**src/rtl/irq_arbiter.sv**
```systemverilog
// Fixed-priority interrupt arbiter: latches one-cycle pulses into a pending register and
// presents enabled sources one at a time over a req/ack handshake, with post-ack holdoff.
module irq_arbiter #(
  parameter int unsigned   N        = 8,
  parameter int unsigned   ID_W     = 3,
  parameter int unsigned   HOLDOFF  = 2,
  parameter logic [N-1:0]  MASK_RST = '0
) (
  input  logic            clk_i,
  input  logic            rst_i,
  input  logic [N-1:0]    irq_pulse_i,
  input  logic            mask_wr_i,
  input  logic [N-1:0]    mask_wdata_i,
  output logic [N-1:0]    irq_mask_o,
  output logic [N-1:0]    pending_o,
  output logic            irq_req_o,
  output logic [ID_W-1:0] irq_id_o,
  input  logic            irq_ack_i,
  output logic [N-1:0]    ovf_flags_o,
  input  logic            ovf_clr_i
);

  typedef enum logic [1:0] {StIdle, StIssue, StHold} state_e;

  state_e          state_q, state_d;
  logic [N-1:0]    pending_q, pending_d;
  logic [N-1:0]    ovf_q, ovf_d;
  logic [N-1:0]    mask_q, mask_d;
  logic [ID_W-1:0] id_q, id_d;
  logic [7:0]      cnt_q, cnt_d;

  logic [N-1:0]    clr_vec;
  logic [N-1:0]    enabled;
  logic [ID_W-1:0] sel_id;
  logic            accept;

  assign accept  = (state_q == StIssue) && irq_ack_i;
  assign enabled = pending_q & mask_q;

  always_comb begin
    clr_vec = '0;
    if (accept) clr_vec[id_q] = 1'b1;
  end

  // Descending scan so the lowest set index is the last assignment to stick.
  always_comb begin
    sel_id = '0;
    for (int i = int'(N) - 1; i >= 0; i--) begin
      if (enabled[i]) sel_id = ID_W'(i);
    end
  end

  // A pulse overrides a same-cycle clear; overflow only counts if the bit stays pending.
  always_comb begin
    pending_d = (pending_q & ~clr_vec) | irq_pulse_i;
    ovf_d     = (ovf_clr_i ? '0 : ovf_q) | (irq_pulse_i & pending_q & ~clr_vec);
    mask_d    = mask_wr_i ? mask_wdata_i : mask_q;
  end

  always_comb begin
    state_d = state_q;
    id_d    = id_q;
    cnt_d   = cnt_q;
    unique case (state_q)
      StIdle: begin
        if (|enabled) begin
          id_d    = sel_id;
          state_d = StIssue;
        end
      end
      StIssue: begin
        if (irq_ack_i) begin
          if (HOLDOFF == 0) begin
            state_d = StIdle;
          end else begin
            state_d = StHold;
            cnt_d   = 8'(HOLDOFF);
          end
        end
      end
      StHold: begin
        cnt_d = cnt_q - 8'd1;
        if (cnt_q <= 8'd1) state_d = StIdle;
      end
      default: state_d = StIdle;
    endcase
  end

  always_ff @(posedge clk_i or posedge rst_i) begin
    if (rst_i) begin
      state_q   <= StIdle;
      pending_q <= '0;
      ovf_q     <= '0;
      mask_q    <= MASK_RST;
      id_q      <= '0;
      cnt_q     <= '0;
    end else begin
      state_q   <= state_d;
      pending_q <= pending_d;
      ovf_q     <= ovf_d;
      mask_q    <= mask_d;
      id_q      <= id_d;
      cnt_q     <= cnt_d;
    end
  end

  assign irq_mask_o  = mask_q;
  assign pending_o   = pending_q;
  assign irq_req_o   = (state_q == StIssue);
  assign irq_id_o    = id_q;
  assign ovf_flags_o = ovf_q;

endmodule

```
**config.mk**
```make
export PLATFORM = sky130hd
export DESIGN_NAME = irq_arbiter
export DESIGN_NICKNAME = d
export VERILOG_FILES = /design/src/rtl/irq_arbiter.sv
export SDC_FILE = /design/constraint.sdc
export NUM_CORES = 1
export LEC_CHECK = 0
export ABC_AREA = 1
export ABC_CLOCK_PERIOD_IN_PS = 1400
export CORE_ASPECT_RATIO = 0.7
export CORE_UTILIZATION = 42
export DETAILED_ROUTE_END_ITERATION = 16
export GPL_TIMING_DRIVEN = 0
export HOLD_SLACK_MARGIN = 0.02
export PLACE_DENSITY = 0.83
export SLEW_MARGIN = 20
export SYNTH_ARGS = -nofsm -noshare
export SYNTH_HDL_FRONTEND = slang
export SYNTH_SLANG_ARGS = --single-unit
export TNS_END_PERCENT = 20
```
**constraint.sdc**
```tcl
create_clock -name clk_i -period 1.4 [get_ports clk_i]
set_clock_uncertainty 0.2 [all_clocks]
set_input_delay 0.21 -clock clk_i [delete_from_list [all_inputs] [get_ports clk_i]]
set_output_delay 0.21 -clock clk_i [all_outputs]
set_load 0.01 [all_outputs]
```
==> impl_metrics.json <==
{
  "dp.cells": 282,
  "rsz0062_at_grt": "true",
  "root_buffer": "clkbuf_8",
  "status": "finished, violations left",
  "cp_data_arrival_time_ns": 1.42,
  "dpl_cell_area_um2": 2230,
  "powerDensity_nw_per_um2": 1550,
  "cts_tree": "yes",
  "synthTopCellsByArea": "dfrtp_1 (54%), nand2_1 (8.6%), inv_1 (7.7%), mux2_2 (5.3%), o22ai_1 (3.7%)",
  "pre_cts_ws_ns": -0.178,
  "syn_avg_cell_area_um2": 9.16,
  "synthDistinctLibCells": 26,
  "worstReg2RegEnd": "irq_id_o[1]$_DFFE_PP0P_",
  "yosys_most_used_dff": "dfrtp_1",
  "nets": 275,
  "synth_top_cell_by_area": "dfrtp_1",
  "die_h_um": 55.3,
  "ioPinCount": 49,
  "nFillCells": 293,
  "finalCriticalPeriod_ns": 1.46,
  "antenna_found_initial": 0,
  "wl_per_cell_um": 13.9,
  "hold_end": "irq_mask_o[4]$_DFFE_PP0P_",
  "cp_max_fo": 5,
  "dp_hpwl_um": 2780,
  "r2r_cells": 8,
  "setup_tns_ns": -0.136,
  "ys_ff_latch": 37,
  "start_util_pct": 46.1,
  "overflow": 0,
  "reg2reg_from": "pending_o[5]$_DFF_PP0_",
  "place.port_buffers": 46,
  "fp.dieW_um": 78.1,
  "yosysWarnings": 0,
  "instances_no_fill": 302,
  "hold_violations": 0,
  "grt_pass1_vias": 1363,
  "vias": 1502,
  "cp-start-kind": "register",
  "grt_usage_pct": 20.0,
  "coreArea_um2": 3690,
  "setup_slack_ns": -0.0556,
  "numCtsBuffers": 5,
  "design_area_um2": 2540,
  "clk_pin_slew_ns": 0.07,
  "synthToLayoutAreaGrowth_pct": 49.0,
  "synth_edf_count": 0,
  "final_cell_mix": "nand2_1 (33), dfrtp_1 (32), inv_1 (30)",
  "cap_violations": 0,
  "hold_class": "input pin to register",
  "dr.first_iter.drc_count": 68,
  "cp-end-kind": "register",
  "synth_fp_nets": 209,
  "hp-start": "mask_wr_i",
  "grt_max_degree": 38,
  "drtPass1Iterations": 4,
  "detail-route-antenna-nets": 0,
  "cts_buffer_depth": 2,
  "cts-hold-fix-buffers": 0,
  "tightest_slew_ns": 0.746,
  "p_leak_nw": 1.19,
  "dieArea_um2": 4320,
  "setup_viol": 6,
  "layout_commonest_cell": "nand2_1",
  "globalplace.congestion": 0.836,
  "rows": 18,
  "fin_hold_ws_ns": 0.123,
  "hold_depth": 2,
  "reg2reg_slack_ns": -0.06,
  "slew_violations": 0,
  "synth_top_cell_area_share_pct": 54.4,
  "cts_sinks": 37,
  "final_core_util_pct": 68.7,
  "slew_headroom_pct": 50.2,
  "drcViolationCount": 0,
  "top_layer": "met4",
  "synth_area_um2": 1700,
  "grt_pass1_wl_um": 6580,
  "wl_met1_um": 1940,
  "dr_wl_met2_um": 1950,
  "violations": "negative setup slack",
  "crit_required_ns": 1.37,
  "synthArstFlopShare_pct": 100,
  "irDropWorstVdd_mv": 1.01,
  "wirelength_um": 4200,
  "crit_type": "register to register",
  "viasPerCell": 4.97,
  "diodes": 0,
  "route.met3.wl_um": 264,
  "finalCritPeriodShare_pct": 104,
  "htreeDepth": 2,
  "yosysSeqAreaShare_pct": 54.4,
  "drive_above_1_share_pct": 28.6,
  "fmax_mhz": 687,
  "total_power_mw": 3.94,
  "clock_latency_ns": 0.28,
  "netlist_instances": 186
}
[critical path: stages, from the launching register on]
cell	delay, ns
dfrtp_1	0.40
buf_6	0.13
nand2_4	0.06
nand2_2	0.05
nor2_2	0.12
nand2_1	0.07
nand2_2	0.10
nand3b_1	0.14
nand2_1	0.07
[layout make-up]
class	instances	area, µm²	share of cell area, %
Inverter	36	135	5.33
Multi-Input combinational cell	110	733	28.9
Timing Repair Buffer	59	564	22.2
Buffer	3	23.8	0.937
Clock buffer	7	86.3	3.40
Sequential cell	37	932	36.7
Tap cell	50	62.6	2.47
[how the worst max path moves through the flow]
| stage | start | to | slack (ns) | cells after the start |
|---|---|---|---|---|
| 2_1_floorplan | state_q[1]$_DFFE_PP0P_ | ovf_flags_o[5]$_DFF_PP0_ | 0.07 | 7 |
| 3_3_place_gp | rst_i | ovf_flags_o[0]$_DFF_PP0_ | -0.64 | 2 |
| 3_5_place_dp | state_q[1]$_DFFE_PP0P_ | irq_req_o | -0.18 | 4 |
| 4_1_cts | pending_o[6]$_DFF_PP0_ | irq_id_o[1]$_DFFE_PP0P_ | -0.03 | 8 |
| 5_1_grt | pending_o[0]$_DFF_PP0_ | irq_id_o[1]$_DFFE_PP0P_ | -0.10 | 7 |
| 6_report | pending_o[5]$_DFF_PP0_ | irq_id_o[1]$_DFFE_PP0P_ | -0.06 | 8 |
[cell families (layout without fill, tap and decap cells)]
| kind of cell | Yosys count | count (layout) | synth area share [%] |
|---|---|---|---|
| DFF | 37 | 37 | 54.4 |
| buffers and inverters | 39 | 105 | 9.11 |
| xor gates and xnor gates | 1 | 1 | 0.514 |
| muxes | 8 | 8 | 5.29 |
| adders and majority gates | 2 | 2 | 1.47 |
| AOI/OAI and AO/OA | 29 | 29 | 10.5 |
| and+or+nand+nor | 70 | 70 | 18.7 |
[timing repair]
item                       in CTS  in global routing
pin swaps                       3                  4
buffers inserted                7                  5
setup endpoints to repair      42                 42
gates resized for setup        54                 46
gates cloned                    0                  1
[registers in the layout (all words and copies together) (netlist names)]
name	cells
pending_o	8
cnt_q	8
irq_mask_o	8
state_q	2
irq_id_o	3
ovf_flags_o	8
[metal layers]
metal / vias to the layer above / global-route usage, %
met2: 55 / 29.4
met1: 710 / 29.2
met5: - / 0
met3: 7 / 4.79
met4: 0 / 6.35
li1: 730 / -
[power by group]
part	switching, mW	internal (mW)
Clock	0.342	0.390
Sequential	0.231	1.30
Combinational	0.914	0.758
Total	1.49	2.45
[synth_stat cells, types with 2 or more instances]
cell type	count
nand2_1	39
o22ai_1	10
ha_1	2
dfrtp_1	37
nor2_1	8
nand3_1	12
nand4_1	2
o21ai_2	3
inv_1	35
nand2_4	2
mux2_2	8
nand2_2	2
o21ai_0	12
nor3_1	2
Power figures use the tool's default switching activity.
